**config.mk**
```make
export PLATFORM = sky130hd
export DESIGN_NAME = load_store_unit
export DESIGN_NICKNAME = d
export VERILOG_FILES = /design/src/rtl/load_store_unit.sv
export SDC_FILE = /design/constraint.sdc
export NUM_CORES = 1
export LEC_CHECK = 0
export ABC_AREA = 1
export CAP_MARGIN = 20
export CORE_AREA = 2 2 121 123
export CTS_BUF_LIST = sky130_fd_sc_hd__clkbuf_16
export CTS_CLUSTER_SIZE = 8
export DETAILED_ROUTE_END_ITERATION = 16
export DIE_AREA = 0 0 123 125
export PLACE_DENSITY = 0.85
export SLEW_MARGIN = 20
export SYNTH_ARGS = -nofsm -noshare
export SYNTH_HDL_FRONTEND = slang
export SYNTH_SLANG_ARGS = --single-unit
```
**constraint.sdc**
```tcl
create_clock -name clock -period 5.24 [get_ports clock]
set_input_delay 1.048 -clock clock [delete_from_list [all_inputs] [get_ports clock]]
set_output_delay 1.048 -clock clock [all_outputs]
set_load 0.01 [all_outputs]
```
**src/rtl/load_store_unit.sv**
```systemverilog
// Load/store initiator for the word-wide data_memory; sub-word stores go through read-modify-write.
// Optional request checking (misalignment, reserved size, range) is enabled by defining LSU_ERR_CHECK_EN.
module load_store_unit #(
    parameter int MEM_WORDS = 64
) (
    input  logic        clock,
    input  logic        reset_n,
    input  logic        req_valid,
    output logic        req_ready,
    input  logic        req_write,
    input  logic [1:0]  req_size,
    input  logic        req_unsigned,
    input  logic [31:0] req_address,
    input  logic [31:0] req_wdata,
    output logic        resp_valid,
    input  logic        resp_ready,
    output logic [31:0] resp_rdata,
    output logic        resp_error,
    output logic        memory_we,
    output logic [31:0] memory_address,
    output logic [31:0] memory_write_data,
    input  logic [31:0] memory_read_data
);
    typedef enum logic [1:0] {IDLE, ACCESS, RMW_READ, RESP} state_t;

    state_t      state_q, state_d;
    logic        write_q, write_d;
    logic [1:0]  size_q, size_d;
    logic        unsigned_q, unsigned_d;
    logic [31:0] addr_q, addr_d;
    logic [31:0] wdata_q, wdata_d;
    logic [31:0] rmw_q, rmw_d;
    logic [31:0] rdata_q, rdata_d;
    logic        error_q, error_d;

    logic        req_err;
    logic        is_word, is_half;
    logic [7:0]  byte_lane;
    logic [15:0] half_lane;
    logic [31:0] load_data;
    logic [31:0] store_word;

`ifdef LSU_ERR_CHECK_EN
    localparam logic [31:0] ADDR_LIMIT = 32'(MEM_WORDS * 4);
    always_comb begin
        req_err = (req_size == 2'b11)
               || (req_size == 2'b01 && req_address[0])
               || (req_size == 2'b10 && req_address[1:0] != 2'b00)
               || (req_address >= ADDR_LIMIT);
    end
`else
    assign req_err = 1'b0;
`endif

    // size 11 only reaches ACCESS when unchecked, where it behaves as a word
    assign is_word = size_q[1];
    assign is_half = (size_q == 2'b01);

    assign byte_lane = memory_read_data[8*addr_q[1:0] +: 8];
    assign half_lane = addr_q[1] ? memory_read_data[31:16] : memory_read_data[15:0];

    always_comb begin
        if (is_word)
            load_data = memory_read_data;
        else if (is_half)
            load_data = {{16{~unsigned_q & half_lane[15]}}, half_lane};
        else
            load_data = {{24{~unsigned_q & byte_lane[7]}}, byte_lane};
    end

    // merge the new lane into the word captured during RMW_READ
    always_comb begin
        store_word = rmw_q;
        if (is_word)
            store_word = wdata_q;
        else if (is_half) begin
            if (addr_q[1])
                store_word[31:16] = wdata_q[15:0];
            else
                store_word[15:0] = wdata_q[15:0];
        end else
            store_word[8*addr_q[1:0] +: 8] = wdata_q[7:0];
    end

    always_comb begin
        state_d    = state_q;
        write_d    = write_q;
        size_d     = size_q;
        unsigned_d = unsigned_q;
        addr_d     = addr_q;
        wdata_d    = wdata_q;
        rmw_d      = rmw_q;
        rdata_d    = rdata_q;
        error_d    = error_q;
        case (state_q)
            IDLE: begin
                if (req_valid) begin
                    write_d    = req_write;
                    size_d     = req_size;
                    unsigned_d = req_unsigned;
                    addr_d     = req_address;
                    wdata_d    = req_wdata;
                    if (req_err) begin
                        error_d = 1'b1;
                        rdata_d = '0;
                        state_d = RESP;
                    end else if (!req_write || req_size[1])
                        state_d = ACCESS;
                    else
                        state_d = RMW_READ;
                end
            end
            RMW_READ: begin
                rmw_d   = memory_read_data;
                state_d = ACCESS;
            end
            ACCESS: begin
                rdata_d = write_q ? 32'd0 : load_data;
                state_d = RESP;
            end
            RESP: begin
                if (resp_ready) begin
                    rdata_d = '0;
                    error_d = 1'b0;
                    state_d = IDLE;
                end
            end
            default: state_d = IDLE;
        endcase
    end

    always_ff @(posedge clock or negedge reset_n) begin
        if (!reset_n) begin
            state_q    <= IDLE;
            write_q    <= 1'b0;
            size_q     <= 2'b00;
            unsigned_q <= 1'b0;
            addr_q     <= '0;
            wdata_q    <= '0;
            rmw_q      <= '0;
            rdata_q    <= '0;
            error_q    <= 1'b0;
        end else begin
            state_q    <= state_d;
            write_q    <= write_d;
            size_q     <= size_d;
            unsigned_q <= unsigned_d;
            addr_q     <= addr_d;
            wdata_q    <= wdata_d;
            rmw_q      <= rmw_d;
            rdata_q    <= rdata_d;
            error_q    <= error_d;
        end
    end

    // write enable is a pure state decode so an async reset kills it immediately
    assign memory_we         = (state_q == ACCESS) && write_q;
    assign memory_address    = {addr_q[31:2], 2'b00};
    assign memory_write_data = memory_we ? store_word : 32'd0;
    assign req_ready         = (state_q == IDLE);
    assign resp_valid        = (state_q == RESP);
    assign resp_rdata        = rdata_q;
    assign resp_error        = error_q;
endmodule

```
==> summary.txt <==
Buffers on Ports -> 200
Synthesized area per cell -> 8.21 µm²
Max IR drop VDD -> 0.349 mV
Slew Limit Fails -> 0
CP max stage cell -> dfrtp_1
Clk_skew -> 0.00989 ns
Synthesized instance count -> 875
Initial Utilization -> 0.505
Worst-skew pair later-pin latency -> 0.42 ns
Final GP Congestion -> 0.920
Post-synthesis simple-gate area fraction -> 0.197
Most frequent cells in the layout -> nand2_1 (212), clkdlybuf4s50_1 (199), dfrtp_1 (134)
Met2 usage -> 0.428
Worst slack, placed -> 1.41 ns
Arr. time, crit path -> 3.31 ns
Routing usage on met3 -> 0.0789
Initial antenna violation count -> 0
DP HPWL -> 14600 µm
Final Cycle Share -> 0.832
Multiplexer area fraction after synthesis -> 0.0988
CTS max path bufs -> 2
Startpoint Class -> register
Flop-to-flop setup slack -> 3.10 ns
1st-pass router iterations -> 6
Combinational Power Share -> 0.498
First-pass GRT wire length -> 32700 µm
Most common cell after layout, fill and taps aside -> nand2_1
Vias per std cell -> 5.40
Met1 global-route usage -> 0.359
Die Wd -> 123 µm
Sw frac -> 0.409
Routed wire per std cell -> 16.8 µm
Cts bufs inserted -> 17
CTS tree -> built
FF-to-FF Start -> state_q[0]$_DFFE_PN0P_
Clk sinks -> 134
Yosys Warn Count -> 0
Setup TNS -> 0 ns
R2R cell count -> 4
Number of global-route vias before repair -> 6348
Grt total ovfl -> 0
Number of H-tree levels -> 4
Post-Synth Adder-Cell Area -> 0.0157
Starting DRT DRC Count -> 588
Power Total -> 6.25 mW
Core area -> 14200 µm²
Worst EP required -> 4.19 ns
Hold WS -> 0.480 ns
WL final -> 20600 µm
Cell variety after synth -> 28
Synth-to-layout area growth -> 34.3%
Relative slew slack -> 0.312
Hold Crit Class -> register to register
Num rows -> 44
R2r endpoint -> wdata_q[16]$_DFFE_PN0P_
Largest stage delay on the critical path -> 0.74 ns
Nets -> 1137
Power Dens Cells -> 648 nW/µm²
Register bit total from synthesis -> 134
Post-detailed-route count of antenna-violating nets -> 0
Min Tclk post-route -> 4.36 ns
RSZ-0062 raised after global routing -> no
Mapped Area -> 7180 µm²
Inserted Diodes -> 0
Max-Cap Viols -> 0
Seq pwr share -> 0.304
Io pins -> 204
Max frequency -> 229 MHz
Min-Delay Endpoint -> resp_rdata[7]$_DFFE_PN0P_
Hold path start -> resp_rdata[7]$_DFFE_PN0P_
Share of cells above drive strength 1 -> 0.114
Largest net degree at the start of global routing -> 96
Total Routing Usage GR -> 0.276
Slack of the critical path -> 0.878 ns
Compound-cell area share of the yosys netlist -> 0.128
Net Switching -> 2.55 mW
Clock Tree Root -> clkbuf_16
GRT Max-Usage Layer -> met2
Standby leakage power -> 4.44 nW
Cts repair resizes -> 0
Clock power share -> 0.199
Outcome -> complete, no violations
Clk slew on worst S/H paths -> 0.06 ns
WS Path Type -> register to primary output
DRC violations left -> 0
Die H -> 125 µm
Final-layout fill cell count -> 1143
Design internal power -> 3.70 mW
Crit Path Max Fanout -> 25
Crit-path cells -> buf_4 -> a21oi_4 -> inv_2 -> nor2_2 -> nand2_1 -> a21oi_1 -> clkdlybuf4s50_1
Postcts setup bufs -> 0
Final Hold Vio Count -> 0
Hold path depth -> 2
Hold buffer count at CTS -> 0
Die area -> 15400 µm²
Nature of the critical path endpoint -> primary output
Largest family of logic cells by synthesized area -> simple AND/OR/NAND/NOR gates
Vias -> 6589
XOR/XNOR Fraction of Synth Area -> 0
Register area share after synthesis -> 0.467
Slew @ Worst Pin -> 1.03 ns
Final Setup Violations -> 0
-- power groups by stage --
stage	Combinational [mW]	Sequential, mW	Clock [mW]
2_1_floorplan	2.12	1.78	0
3_3_place_gp	3.01	1.88	0
3_5_place_dp	3.07	1.91	0
4_1_cts	3.10	1.89	1.25
5_1_grt	3.44	1.96	1.30
6_report	3.11	1.90	1.24
-- logic make-up (layout without fill, tap and decap cells) --
family / count (synthesis) / count (layout)
compound gates: 179 / 179
fa+ha+maj: 9 / 9
buf+inv: 134 / 294
flops: 134 / 134
mux: 63 / 63
other cells: 1 / 3
simple gates: 355 / 355
-- sequential cells by signal, indices dropped and copies added (netlist names) --
register and count:
addr_q 32, unsigned_q 1, size_q 2, write_q 1, wdata_q 32, resp_rdata 32
state_q 2, rmw_q 32
-- through the flow --
| stage | cell area (µm²) | utilization | instances |
|---|---|---|---|
| floorplan | 7190 | - | 877 |
| global placement | 9020 | 0.635 | 1189 |
| detailed placement | 9030 | 0.635 | 1189 |
| CTS | 9640 | 0.679 | 1221 |
| global route | 9640 | 0.679 | 1221 |
| finish | 9640 | 0.679 | 1221 |
-- worst max-delay path by stage --
stage	endpoint	depth (start not counted)	slack [ns]	start
after global routing	memory_write_data[25]	9	0.64	addr_q[1]$_DFFE_PN0P_
final	memory_write_data[7]	7	0.88	size_q[1]$_DFFE_PN0P_
after CTS	memory_write_data[31]	9	0.95	addr_q[1]$_DFFE_PN0P_
after global placement	memory_write_data[31]	9	1.45	addr_q[1]$_DFFE_PN0P_
after detailed placement	memory_write_data[31]	9	1.41	addr_q[1]$_DFFE_PN0P_
after floorplan	memory_write_data[30]	8	2.51	addr_q[0]$_DFFE_PN0P_
-- cells in the mapped netlist --
cell type  number  area (µm²)
ha_1            9         113
buf_2          20         100
nor2_2          3        18.8
nor2_1        106         398
o21ai_2         1        8.76
a21oi_1       101         505
buf_4          35         263
o21ai_0        64         320
o21ai_1         9        45.0
clkinv_1        2        7.51
o22ai_1         1        6.26
nand2_2         2        12.5
clkbuf_1       18        67.6
nor2_8          1        20.0
inv_2           6        22.5
inv_1          49         184
o211ai_1        2        15.0
nor3_4          1        16.3
nand2_4         1        11.3
nand2_1       213         800
mux2_2         63         709
dfrtp_1       134        3350
a21oi_4         1        16.3
buf_6           1        11.3
buf_1           3        11.3
nand3_1        27         135
nor3_1          1        5.00
conb_1          1        3.75
-- layout make-up --
type | instances | area [µm²] | share of cell area
Timing Repair Buffer | 205 | 2040 | 0.212
Sequential cell | 134 | 3350 | 0.348
Multi-Input combinational cell | 609 | 3190 | 0.331
Clock buffer | 17 | 425 | 0.0441
Inverter | 57 | 214 | 0.0222
Clock inverter | 15 | 189 | 0.0196
Tap cell | 184 | 230 | 0.0239
-- critical path, delay by kind of cell (launching register included) --
kind	cells	cell delay, ns
buffers and inverters	3	1.08
flip-flops	1	0.74
AO/OA/AOI/OAI	2	0.68
AND/OR/NAND/NOR	2	0.40
-- routing by layer --
layer | up-vias | routed length, µm | share of wire
li1 | 3104 | - | -
met1 | 3090 | 7980 | 0.39
met2 | 337 | 9720 | 0.47
met3 | 58 | 2080 | 0.10
met4 | 0 | 788 | 0.038
met5 | - | 0 | 0
Note: power is estimated with default switching activity, not from simulation.
